### src/rtl/spi_cmd_dispatch_pkg.sv
// Shared opcode, reply-status and FSM state definitions for the SPI command dispatcher.
package spi_cmd_dispatch_pkg;

  localparam logic [7:0] OP_NOP   = 8'h00;
  localparam logic [7:0] OP_INIT  = 8'h01;
  localparam logic [7:0] OP_WRITE = 8'h02;
  localparam logic [7:0] OP_READ  = 8'h03;

  localparam logic [7:0] ST_OK      = 8'h00;
  localparam logic [7:0] ST_BADOP   = 8'hE1;
  localparam logic [7:0] ST_TIMEOUT = 8'hE2;

  typedef enum logic [2:0] {
    StIdle,
    StDecode,
    StBusWr,
    StBusRd,
    StResp
  } state_e;

endpackage

### src/rtl/spi_cmd_dispatch.sv
// Turns received SPI frames into register-bus read/write transactions and queues
// 24-bit replies (read data or error status) for the next SPI frame.
module spi_cmd_dispatch
  import spi_cmd_dispatch_pkg::*;
#(
  parameter int unsigned ADDR_W  = 8,
  parameter int unsigned DATA_W  = 16,
  parameter int unsigned TIMEOUT = 15
) (
  input  logic              i_clk,
  input  logic              i_reset,
  input  logic              i_rd_data_available,
  input  logic [31:0]       i_rd_data,
  output logic              o_rd_ack,
  input  logic              i_wr_buffer_free,
  output logic              o_wr_en,
  output logic [DATA_W+7:0] o_wr_data,
  output logic [ADDR_W-1:0] o_reg_addr,
  output logic [DATA_W-1:0] o_reg_wdata,
  output logic              o_reg_we,
  output logic              o_reg_re,
  input  logic [DATA_W-1:0] i_reg_rdata,
  input  logic              i_reg_ready,
  output logic              o_busy,
  output logic [15:0]       o_cmd_count,
  output logic [7:0]        o_err_count
);

  localparam logic [7:0] TO_LAST = 8'(TIMEOUT - 1);

  state_e              r_state;
  logic                r_armed;
  logic [31:0]         r_frame;
  logic [7:0]          r_tcount;
  logic [DATA_W+7:0]   r_reply;
  logic                r_rd_ack;
  logic                r_wr_en;
  logic [DATA_W+7:0]   r_wr_data;
  logic [ADDR_W-1:0]   r_reg_addr;
  logic [DATA_W-1:0]   r_reg_wdata;
  logic                r_reg_we;
  logic                r_reg_re;
  logic [15:0]         r_cmd_count;
  logic [7:0]          r_err_count;
  logic [7:0]          w_err_inc;

  assign w_err_inc = (r_err_count == 8'hFF) ? r_err_count : r_err_count + 8'd1;

  always_ff @(posedge i_clk or posedge i_reset) begin
    if (i_reset) begin
      r_state     <= StIdle;
      r_armed     <= 1'b1;
      r_frame     <= '0;
      r_tcount    <= '0;
      r_reply     <= '0;
      r_rd_ack    <= 1'b0;
      r_wr_en     <= 1'b0;
      r_wr_data   <= '0;
      r_reg_addr  <= '0;
      r_reg_wdata <= '0;
      r_reg_we    <= 1'b0;
      r_reg_re    <= 1'b0;
      r_cmd_count <= '0;
      r_err_count <= '0;
    end else begin
      r_rd_ack <= 1'b0;
      r_wr_en  <= 1'b0;
      // The slave holds the flag until its next frame boundary; re-arm only once it drops.
      if (!i_rd_data_available) r_armed <= 1'b1;

      case (r_state)
        StIdle: begin
          if (i_rd_data_available && r_armed) begin
            r_frame     <= i_rd_data;
            r_rd_ack    <= 1'b1;
            r_armed     <= 1'b0;
            r_cmd_count <= r_cmd_count + 16'd1;
            r_state     <= StDecode;
          end
        end
        StDecode: begin
          r_tcount <= '0;
          case (r_frame[7:0])
            OP_NOP, OP_INIT: r_state <= StIdle;
            OP_WRITE: begin
              r_reg_addr  <= r_frame[8 +: ADDR_W];
              r_reg_wdata <= r_frame[31:16];
              r_reg_we    <= 1'b1;
              r_state     <= StBusWr;
            end
            OP_READ: begin
              r_reg_addr <= r_frame[8 +: ADDR_W];
              r_reg_re   <= 1'b1;
              r_state    <= StBusRd;
            end
            default: begin
              r_err_count <= w_err_inc;
              r_reply     <= {{DATA_W{1'b0}}, ST_BADOP};
              r_state     <= StResp;
            end
          endcase
        end
        StBusWr, StBusRd: begin
          // Ready is checked before the timeout so a completion on the last cycle wins.
          if (i_reg_ready) begin
            r_reg_we <= 1'b0;
            r_reg_re <= 1'b0;
            if (r_state == StBusRd) begin
              r_reply <= {i_reg_rdata, ST_OK};
              r_state <= StResp;
            end else begin
              r_state <= StIdle;
            end
          end else if (r_tcount == TO_LAST) begin
            r_reg_we    <= 1'b0;
            r_reg_re    <= 1'b0;
            r_err_count <= w_err_inc;
            r_reply     <= {{DATA_W{1'b0}}, ST_TIMEOUT};
            r_state     <= StResp;
          end else begin
            r_tcount <= r_tcount + 8'd1;
          end
        end
        StResp: begin
          if (i_wr_buffer_free) begin
            r_wr_en   <= 1'b1;
            r_wr_data <= r_reply;
            r_state   <= StIdle;
          end
        end
        default: r_state <= StIdle;
      endcase
    end
  end

  assign o_rd_ack    = r_rd_ack;
  assign o_wr_en     = r_wr_en;
  assign o_wr_data   = r_wr_data;
  assign o_reg_addr  = r_reg_addr;
  assign o_reg_wdata = r_reg_wdata;
  assign o_reg_we    = r_reg_we;
  assign o_reg_re    = r_reg_re;
  assign o_busy      = (r_state != StIdle);
  assign o_cmd_count = r_cmd_count;
  assign o_err_count = r_err_count;

endmodule
### config.mk
export PLATFORM = sky130hd
export DESIGN_NAME = spi_cmd_dispatch
export DESIGN_NICKNAME = d
export VERILOG_FILES = /design/src/rtl/spi_cmd_dispatch_pkg.sv /design/src/rtl/spi_cmd_dispatch.sv
export SDC_FILE = /design/constraint.sdc
export NUM_CORES = 1
export LEC_CHECK = 0
export CORE_ASPECT_RATIO = 0.5
export CORE_MARGIN = 3
export CORE_UTILIZATION = 54
export DETAILED_ROUTE_END_ITERATION = 8
export PLACE_DENSITY = 0.86
export SETUP_SLACK_MARGIN = 0.15
export SKIP_LAST_GASP = 1
export SYNTH_ARGS = -nofsm -noshare
export SYNTH_HDL_FRONTEND = slang
export SYNTH_SLANG_ARGS = --single-unit
### constraint.sdc
create_clock -name i_clk -period 9.4 [get_ports i_clk]
set_clock_uncertainty 0.1 [all_clocks]
set_input_delay 1.88 -clock i_clk [delete_from_list [all_inputs] [get_ports i_clk]]
set_output_delay 1.88 -clock i_clk [all_outputs]
set_load 0.05 [all_outputs]
* Yosys cells after proc, flatten, opt, wreduce, memory -nomap -nowiden
Cells that the tools add are included.
** Storage, ports and cells
- Bits of input ports :: 53
- Flip-flop bits (word level) :: 144
- Output and inout bits :: 77
- Word-level logic and storage cells :: 88
** Cells by class
- Multiplexer cells :: 33
- Add/subtract/negate cells :: 3
- Reduce and logical (&&, ||, !) cells :: 19
- Equal/unequal tests :: 19
** Operators by type and width (number)
- 2-to-1 mux 24 bit :: 4
- 2-to-1 mux 8 bit :: 6
- case mux 24 bit (2 select lines) :: 1
- case mux 8 bit (2 select lines) :: 2
- adder 16 x 1 -> 16 bit, second input constant :: 1
- adder 8 x 1 -> 8 bit, second input constant :: 2
- == test 8 x 2 -> 1 bit, second input constant :: 2
- inequality test 2 bit, second input constant :: 8
- 2-to-1 mux 3 bit :: 5
- case mux 3 bit (4 select lines) :: 1
- AND reduction 3 bit :: 4
- 2-to-1 mux 1 bit :: 11
- case mux 3 bit (3 select lines) :: 1
- == test 8 x 1 -> 1 bit, second input constant :: 1
- == test 8 x 4 -> 1 bit, second input constant :: 1
- == test 8 bit, second input constant :: 1
- logical NOT 8 bit :: 1
- AND reduction 2 bit :: 4
- AND reduction 4 bit :: 2
- == test 3 x 2 -> 1 bit, second input constant :: 2
- inequality test 3 bit, second input constant :: 2
- OR reduction 2 bit :: 3
- case mux 1 bit (2 select lines) :: 2
- OR reduction 4 bit :: 1
- other kinds (6) :: 6

* Logic depth before layout (Yosys ltp)
Gate-level depths: netlist (run 1).
- Depth in word-level cells :: 5
- Depth in mapped cells :: 8
- Mapped depth without buffers :: 6

* Least setup slack after synthesis (run 1)
OpenSTA, ideal clock, no wires.
- Path kind :: input-to-reg
- From :: input port i_reg_ready
- To :: register r_err_count[7], in the netlist o_err_count[7]
- Stages on the path :: 4
- Library setup time :: 0.125 ns
- Data required time :: 9.175 ns
- Setup slack :: 6.041 ns
- Arrival :: 3.134 ns
- Cell sequence :: or3b_1 > buf_6 > a2111oi_1 > mux2_2
** On the way
- Cells in the longest elaborated chain, start to end :: 2
** Ends and longest elaborated chain
- start, declared :: line spi_cmd_dispatch.sv:23 : input logic i_reg_ready,
- inequality test 2 bit (no line)
- AND reduction 4 bit (no line)
- end signal, assigned :: line spi_cmd_dispatch.sv:97 : r_err_count <= w_err_inc;
- end signal, assigned :: line spi_cmd_dispatch.sv:117 : r_err_count <= w_err_inc;
- end, declared :: line spi_cmd_dispatch.sv:44 : logic [7:0] r_err_count;
No other way between the ends.
A chain may end at the register's enable or synchronous reset.

* Worst setup path after layout (run 1)
- From :: register r_state[0]
- To :: output port o_busy
** On the way
- Cells in the longest elaborated chain, start to end :: 1
** Ends and longest elaborated chain
- start, declared :: line spi_cmd_dispatch.sv:31 : state_e r_state;
- start signal, assigned :: line spi_cmd_dispatch.sv:51 : r_state <= StIdle;
- start signal, assigned :: line spi_cmd_dispatch.sv:78 : r_state <= StDecode;
- start signal, assigned :: line spi_cmd_dispatch.sv:84 : OP_NOP, OP_INIT: r_state <= StIdle;
- nonzero test 3 bit :: line spi_cmd_dispatch.sv:143 : assign o_busy = (r_state != StIdle);
- end, declared :: line spi_cmd_dispatch.sv:24 : output logic o_busy,
No other way between the ends.

==> results of run 1 <==
[flip-flops by register name, summed over array words and instances, names as in the netlist]
name         flops
o_reg_we         1
o_reg_wdata     16
o_reg_re         1
r_state          3
r_armed          1
o_rd_ack         1
r_tcount         8
o_wr_data       19
o_reg_addr       8
r_frame         32
r_reply         19
o_err_count      8
o_wr_en          1
o_cmd_count     16
[cell families after synthesis]
kind of cell               Yosys count  share of synthesized area
xor gates and xnor gates            25                     0.0381
muxes                               78                      0.153
and+or+nand+nor                    110                      0.115
adders and majority gates            4                    0.00871
DFF                                134                      0.584
AOI/OAI and AO/OA                   47                     0.0686
buffers and inverters               34                     0.0320
other                                1                   0.000653
[stage by stage]
| stage | worst slack [ns] | instances | hold slack, ns |
|---|---|---|---|
| floorplan | 3.84 | 435 | 0.344 |
| global placement | 5.45 | 672 | 0.351 |
| detailed placement | 5.38 | 672 | 0.366 |
| CTS | 5.07 | 704 | 0.373 |
| global route | 4.98 | 704 | 0.381 |
| finish | 5.07 | 704 | 0.373 |
[worst min-delay path by stage]
stage,start,endpoint,depth (start not counted)
floorplan,r_armed$_DFF_PP1_,r_armed$_DFF_PP1_,2
global placement,r_armed$_DFF_PP1_,r_armed$_DFF_PP1_,2
detailed placement,o_cmd_count[15]$_DFFE_PP0P_,o_cmd_count[15]$_DFFE_PP0P_,1
CTS,r_armed$_DFF_PP1_,r_armed$_DFF_PP1_,2
global route,r_armed$_DFF_PP1_,r_armed$_DFF_PP1_,2
finish,r_armed$_DFF_PP1_,r_armed$_DFF_PP1_,2
[layer usage]
metal / up-vias / track usage
met4: 0 / 0.0816
met2: 122 / 0.368
met3: 13 / 0.0637
met5: - / 0
li1: 1811 / -
met1: 2004 / 0.270
[power breakdown]
part / internal (mW) / switching, mW / leakage [nW]
Sequential: 0.720 / 0.112 / 1.74
Clock: 0.484 / 0.244 / 0.312
Combinational: 0.279 / 0.412 / 1.57
[final cells by class]
cell class / count / area [µm²]
Tap cell: 135 / 169
Clock inverter: 12 / 200
Fill cell: 637 / 2170
Multi-Input combinational cell: 267 / 2220
Timing Repair Buffer: 128 / 1280
Sequential cell: 134 / 3350
Clock buffer: 20 / 457
Inverter: 8 / 32.5
[placed cells by master, fill, tap and decap left out, types with 2 or more instances in the layout]
cell type        count
mux2_2              77
nand2_1             12
clkdlybuf4s50_1    126
nor3_1               2
clkinv_2             2
inv_1                7
a21o_1               2
o21ai_0              5
o41ai_1              2
bufinv_16            5
nand2b_1             2
and2_1               3
a21oi_1              4
buf_4                2
a2111oi_2            4
clkinv_4             2
clkbuf_16           17
nand4_1              8
nor2_1              12
ha_1                 4
and3_1              37
a211o_1             17
xor2_1               9
o22a_1               2
clkinvlp_4           3
dfrtp_1            133
xnor2_1             16
clkbuf_8             2
nor3b_1              2
or3_1                2
and4_1               5
nand3_1             13
conb_1               3
a211oi_1             3
[worst register-to-register path, stage by stage (launching register included)]
cell	delay, ns
dfrtp_1	0.78
nor3b_2	0.55
nand4_1	0.62
nor2_2	0.96
mux2_2	0.43
==> qor.yml, run 1 <==
outcome:
  status: "finished, final reports clean"
floorplan:
  dieArea_um2: 12000
  die-height_um: 78.9
  fp-row-count: 25
  die_x_um: 152
  start_util: 0.581
  io_pins: 130
  core_um2: 9880
timing:
  fin_crit_sh: 0.461
  drv_slew: 0
  period_needed_ns: 4.33
  setup_viol: 0
  finalHoldViolCount: 0
  slew_headroom: 0.322
  worst_pin_slew_ns: 1.01
  max_freq_ghz: 0.231
  setup_tns_ns: 0
  rsz0062_at_grt: "no"
clock_tree:
  htree_levels: 4
  clk_transition_reported_paths_ns: 0.05
  postCtsSetupRepairBufs: 0
  clock_sinks: 134
  hold_buffers: 0
  clk_path_buf_depth: 2
  cts_resized: 0
  cts_root_buf: "clkbuf_16"
  cts_made_buffers: 17
  cts_tree: "built"
  clock_latency_ns: 0.41
global_route:
  grt_pass1_vias: 4082
  grt_pass1_wl_mm: 20.7
  grt_max_degree: 72
  overflow: 0
  grt_usage: 0.217
  antenna_found_initial: 0
power_and_ir_drop:
  power_density_nw_per_um2: 292
  finalPower_mw: 2.25
  power_leakage_nw: 3.62
  ir_worst_vdd_mv: 0.182
worst_setup_path:
  max_stage_delay_ns: 0.84
  startpoint_type: "register"
  timing.rr.start: "r_state[0]$_DFFE_PP0P_"
  crit_fanout: 24
  endpoint_kind: "output port"
  cp_slowest_cell: "clkdlybuf4s50_1"
  ff2ff_setup_slack_ns: 5.86
  path_delay_family: "buffers and inverters"
  worstSetupPathType: "reg2out"
  required_ns: 7.42
  critPathLaunch: "r_state[0]$_DFFE_PP0P_"
  path_buf_inv: 1
  worstSetupEndpoint: "o_busy"
  critPathArrivalTime_ns: 2.35
  cp_cell_sequence: "or3_1, clkdlybuf4s50_1"
  worst_r2r_path_depth: 4
  r2r-end: "o_reg_wdata[11]$_DFFE_PP0P_"
  cp.depth: 2
yosys:
  yosysSeqAreaShare: 0.584
  ys_ff_latch: 134
  yosysTopAreaCell: "dfrtp_1"
  synth_area_leaders: "dfrtp_1 58%, mux2_2 15%, and3_1 4.0%, a211o_1 2.6%, xnor2_1 2.4%"
  async_flop_share: 1.00
  synth_flop_cell: "dfrtp_1"
  synth_area_per_cell_um2: 13.3
  synth_commonest_cells: "133 x dfrtp_1, 77 x mux2_2, 37 x and3_1"
  synthDistinctLibCells: 51
  synth_area_um2: 5750
  yosysMostFrequentCell: "dfrtp_1"
  synthCells: 433
  yosys_warnings: 0
  synth-edff-count: 0
  synth_top_area_share: 0.579
finish:
  fin_nets: 613
  finalCoreUtilization: 0.780
  area_growth_pct: 34.2
  drive_gt1_frac: 0.221
  diodes: 0
  post-route-cell-area_um2: 7710
routing:
  dr.pass1.iters: 4
  vias: 3950
  drt-initial-drc-count: 324
  dr_wl_met3_um: 774
  antenna_left: 0
  wl_met1_mm: 5.54
  met2WireLength_mm: 6.35
  wl_mm: 12.8
  highest_layer: "met4"
  drc: 0
  avgRoutedWirePerCell_um: 18.2
  avgViaCountPerCell: 5.61
job:
  cap_violations: 0
placed_design:
  placed_area_um2: 7060
  place_hpwl_mm: 8.32
  port_buffers: 126
  gp_congestion: 0.834
worst_hold_path:
  hold_path_class: "reg2reg"
Power figures use the tool's default switching activity.
==> run 2, diff against run 1 <==
--- a/config.mk
+++ b/config.mk
@@ -7,9 +7,9 @@
 export LEC_CHECK = 0
 export CORE_ASPECT_RATIO = 0.5
 export CORE_MARGIN = 3
-export CORE_UTILIZATION = 54
+export CORE_UTILIZATION = 45
 export DETAILED_ROUTE_END_ITERATION = 8
-export PLACE_DENSITY = 0.86
+export PLACE_DENSITY = 0.77
 export SETUP_SLACK_MARGIN = 0.15
 export SKIP_LAST_GASP = 1
 export SYNTH_ARGS = -nofsm -noshare
==> constraint.sdc (replaced) <==
create_clock -name i_clk -period 3.8 [get_ports i_clk]
set_clock_uncertainty 0.1 [all_clocks]
set_input_delay 0.76 -clock i_clk [delete_from_list [all_inputs] [get_ports i_clk]]
set_output_delay 0.76 -clock i_clk [all_outputs]
set_load 0.05 [all_outputs]
==> qor.yml, run 2 (synthesis results as in run 1) <==
clock_tree:
  postCtsSetupRepairBufs: 0
  clk_transition_reported_paths_ns: 0.06
  cts_made_buffers: 17
  cts_tree: "built"
  clock_sinks: 134
  clk_path_buf_depth: 2
  cts_resized: 0
  hold_buffers: 0
  cts_root_buf: "clkbuf_16"
  htree_levels: 4
  clock_latency_ns: 0.41
finish:
  area_growth_pct: 35.4
  post-route-cell-area_um2: 7780
  drive_gt1_frac: 0.230
  finalCoreUtilization: 0.642
  fin_nets: 619
  largest_reg_flops: 32
  layout_common_cells: "133 x dfrtp_1, 126 x clkdlybuf4s50_1, 77 x mux2_2"
  layout_commonest_cell: "dfrtp_1"
  largest_register: "r_frame"
  diodes: 0
power_and_ir_drop:
  ir_worst_vdd_mv: 0.349
  finalPower_mw: 5.51
  power_density_nw_per_um2: 707
  power_leakage_nw: 3.64
timing:
  max_freq_ghz: 0.325
  period_needed_ns: 3.07
  setup_viol: 0
  hold_slack_ns: 0.365
  worst_pin_slew_ns: 1.01
  slew_headroom: 0.327
  setup_tns_ns: 0
  rsz0062_at_grt: "no"
  finalHoldViolCount: 0
  fin_crit_sh: 0.809
  drv_slew: 0
global_route:
  grt_pass1_vias: 4227
  grt_max_degree: 44
  antenna_found_initial: 0
  grt_usage: 0.188
  grt_pass1_wl_mm: 21.6
  overflow: 0
worst_setup_path:
  crit_fanout: 22
  worstSetupPathType: "reg2out"
  endpoint_kind: "output port"
  worstSetupEndpoint: "o_busy"
  critPathArrivalTime_ns: 2.21
  startpoint_type: "register"
  r2r-end: "o_reg_wdata[8]$_DFFE_PP0P_"
  required_ns: 2.94
  timing.rr.start: "r_state[0]$_DFFE_PP0P_"
  worst_r2r_path_depth: 7
  critPathLaunch: "r_state[0]$_DFFE_PP0P_"
  ff2ff_setup_slack_ns: 1.12
routing:
  vias: 3921
  avgRoutedWirePerCell_um: 17.0
  wl_mm: 12.6
  drc: 0
  avgViaCountPerCell: 5.31
  drt-initial-drc-count: 235
  dr.pass1.iters: 4
  antenna_left: 0
job:
  cap_violations: 0
floorplan:
  start_util: 0.474
  die_x_um: 166
  dieArea_um2: 14200
  core_um2: 12100
  io_pins: 130
  die-height_um: 85.9
  fp-row-count: 28
placed_design:
  gp_congestion: 0.853
  port_buffers: 126
  placed_area_um2: 7160
  place_hpwl_mm: 8.51
worst_hold_path:
  hold_path_class: "reg2reg"
outcome:
  status: "finished, final reports clean"
## run 2: cell types whose count changed in the layout (fill, tap and decap cells not counted)
cell / delta
buf_4: +4
buf_12: +2
clkinv_2: +2
bufinv_16: -1
clkbuf_1: -1
clkbuf_8: -1
clkinv_4: -1
clkinvlp_4: +1
inv_4: -1
inv_6: +1
## run 2: how the worst min path moves through the flow
stage	startpoint	end	slack [ns]	depth (start not counted)
after floorplan	r_armed$_DFF_PP1_	r_armed$_DFF_PP1_	0.34	2
after global placement	r_armed$_DFF_PP1_	r_armed$_DFF_PP1_	0.35	2
final	r_armed$_DFF_PP1_	r_armed$_DFF_PP1_	0.36	2
after CTS	r_armed$_DFF_PP1_	r_armed$_DFF_PP1_	0.37	2
after detailed placement	r_armed$_DFF_PP1_	r_armed$_DFF_PP1_	0.36	2
after global routing	r_armed$_DFF_PP1_	r_armed$_DFF_PP1_	0.39	2
## run 2: where the power goes
group	internal (mW)	total, mW	switching [mW]	leakage [nW]
Combinational	0.702	1.75	1.04	1.61
Sequential	1.78	2.03	0.250	1.74
Clock	1.11	1.73	0.619	0.298
## run 2: cell type report
class / instances / area [µm²]
flip-flops and latches: 134 / 3350
multi-input cells: 267 / 2220
fillers: 960 / 4340
inverters: 8 / 33.8
clock inverters: 13 / 180
repair buffers: 134 / 1350
clock buffers: 18 / 439
well taps: 165 / 206
## run 2: routing by layer
metal / vias to the layer above / share of wire / GRT usage
met3: 15 / 0.060 / 0.0525
met4: 0 / 0.012 / 0.0702
met5: - / 0 / 0
met2: 105 / 0.47 / 0.303
li1: 1820 / - / -
met1: 1981 / 0.46 / 0.249
## run 2: metrics by stage
step | instances | setup slack, ns
2_1_floorplan | 435 | 1.28
3_3_place_gp | 708 | 0.952
3_5_place_dp | 708 | 0.878
4_1_cts | 739 | 0.694
5_1_grt | 739 | 0.656
6_report | 739 | 0.725
## run 2: critical path, stage by stage (launching register included)
cell and delay (ns):
dfrtp_1 0.38, buf_4 0.21, or3_1 0.46, clkdlybuf4s50_1 0.76
==> run 3, diff against run 2 <==
--- a/config.mk
+++ b/config.mk
@@ -7,9 +7,9 @@
 export LEC_CHECK = 0
 export CORE_ASPECT_RATIO = 0.5
 export CORE_MARGIN = 3
-export CORE_UTILIZATION = 45
+export CORE_UTILIZATION = 50
 export DETAILED_ROUTE_END_ITERATION = 8
-export PLACE_DENSITY = 0.77
+export PLACE_DENSITY = 0.81
 export SETUP_SLACK_MARGIN = 0.15
 export SKIP_LAST_GASP = 1
 export SYNTH_ARGS = -nofsm -noshare
==> constraint.sdc (replaced) <==
create_clock -name i_clk -period 3.2 [get_ports i_clk]
set_clock_uncertainty 0.1 [all_clocks]
set_input_delay 0.64 -clock i_clk [delete_from_list [all_inputs] [get_ports i_clk]]
set_output_delay 0.64 -clock i_clk [all_outputs]
set_load 0.05 [all_outputs]
==> qor.yml, run 3 (synthesis results as in run 1) <==
worst_setup_path:
  required_ns: 2.46
  cp_slowest_cell: "clkdlybuf4s50_1"
  crit_fanout: 11
  cp_cell_sequence: "or3_1, clkdlybuf4s50_1"
  max_stage_delay_ns: 0.76
  startpoint_type: "register"
  endpoint_kind: "output port"
  critPathArrivalTime_ns: 2.16
  worstSetupPathType: "reg2out"
finish:
  fin_nets: 621
  post-route-cell-area_um2: 7800
  fillers: 726
  largest_reg_flops: 32
  drive_gt1_frac: 0.232
  layout_commonest_cell: "dfrtp_1"
  diodes: 0
  ff_latch_area_um2: 3350
  layout_common_cells: "133 x dfrtp_1, 126 x clkdlybuf4s50_1, 77 x mux2_2"
  largest_register: "r_frame"
  multi_input_area_um2: 2220
  area_growth_pct: 35.8
timing:
  rsz0062_at_grt: "no"
  slew_headroom: 0.557
  period_needed_ns: 2.90
  fin_crit_sh: 0.907
  setup_viol: 0
  worst_pin_slew_ns: 0.665
  max_freq_ghz: 0.345
  drv_slew: 0
  finalHoldViolCount: 0
  setup_tns_ns: 0
  hold_slack_ns: 0.370
routing:
  drc: 0
  avgViaCountPerCell: 5.54
  wl_mm: 12.4
  dr.pass1.iters: 5
  drt-initial-drc-count: 247
  antenna_left: 0
  avgRoutedWirePerCell_um: 17.3
  vias: 3973
outcome:
  status: "finished, final reports clean"
global_route:
  grt_pass1_vias: 4096
  antenna_found_initial: 0
  overflow: 0
  grt_usage: 0.210
  grt_pass1_wl_mm: 20.8
  grt_max_degree: 46
clock_tree:
  clk_path_buf_depth: 2
  clock_sinks: 134
  cts_tree: "built"
  postCtsSetupRepairBufs: 0
  cts_root_buf: "clkbuf_16"
  cts_made_buffers: 17
  clock_latency_ns: 0.41
  hold_buffers: 0
  htree_levels: 4
  clk_transition_reported_paths_ns: 0.06
  cts_resized: 0
floorplan:
  io_pins: 130
  die-height_um: 81.8
  start_util: 0.537
  dieArea_um2: 12900
  fp-row-count: 26
  die_x_um: 158
  core_um2: 10700
placed_design:
  place_hpwl_mm: 8.49
  gp_congestion: 0.869
  port_buffers: 126
  placed_area_um2: 7150
power_and_ir_drop:
  power_leakage_nw: 3.67
  ir_worst_vdd_mv: 0.554
  finalPower_mw: 6.63
  power_density_nw_per_um2: 849
worst_hold_path:
  hold_path_class: "reg2reg"
job:
  cap_violations: 0
run 3: power by group:
group / switching, mW / leakage [nW] / total, mW / internal, mW
sequential: 0.309 / 1.74 / 2.42 / 2.11
combinational: 1.23 / 1.62 / 2.07 / 0.835
clock: 0.716 / 0.312 / 2.14 / 1.42
total: 2.26 / 3.67 / 6.63 / 4.37
run 3: final timing paths:
kind / startpoint / endpoint / slack [ns] / depth (start not counted)
setup / recovery: r_state[2]$_DFFE_PP0P_ / o_busy / 0.30 / 2
hold / removal: o_cmd_count[15]$_DFFE_PP0P_ / o_cmd_count[15]$_DFFE_PP0P_ / 0.37 / 1
setup reg to reg: r_state[2]$_DFFE_PP0P_ / o_reg_wdata[10]$_DFFE_PP0P_ / 0.68 / 5
hold reg to reg: o_cmd_count[15]$_DFFE_PP0P_ / o_cmd_count[15]$_DFFE_PP0P_ / 0.37 / 1
max in group asynchronous: i_reset / r_armed$_DFF_PP1_ / 1.83 / 3
min in group asynchronous: i_reset / r_frame[30]$_DFFE_PP0P_ / 0.51 / 2
run 3: area by class of cell:
cell class,instances,area share
flip-flops and latches,134,0.430
multi-input cells,267,0.285
repair buffers,136,0.174
clock buffers,20,0.0585
clock inverters,12,0.0256
well taps,140,0.0224
inverters,8,0.00433
run 3: worst max-delay path, delay by kind of cell, from the launching register on:
kind	cells	cell delay, ns
flip-flops	1	0.52
AND/OR/NAND/NOR	1	0.47
buffers and inverters	1	0.76
run 3: per-stage QoR:
stage | cells | util | setup slack (ns)
floorplan | 435 | - | 0.796
global placement | 685 | 0.668 | 0.464
detailed placement | 685 | 0.668 | 0.414
CTS | 717 | 0.729 | 0.286
global route | 717 | 0.729 | 0.231
finish | 717 | 0.729 | 0.298
run 3: layer usage:
layer  vias to the layer above  wire length (µm)  GRT usage
li1                       1827                 -          -
met1                      2005              5390      0.268
met2                       132              6080      0.344
met3                         9               823     0.0684
met4                         0               119     0.0701
met5                         -                 0          0
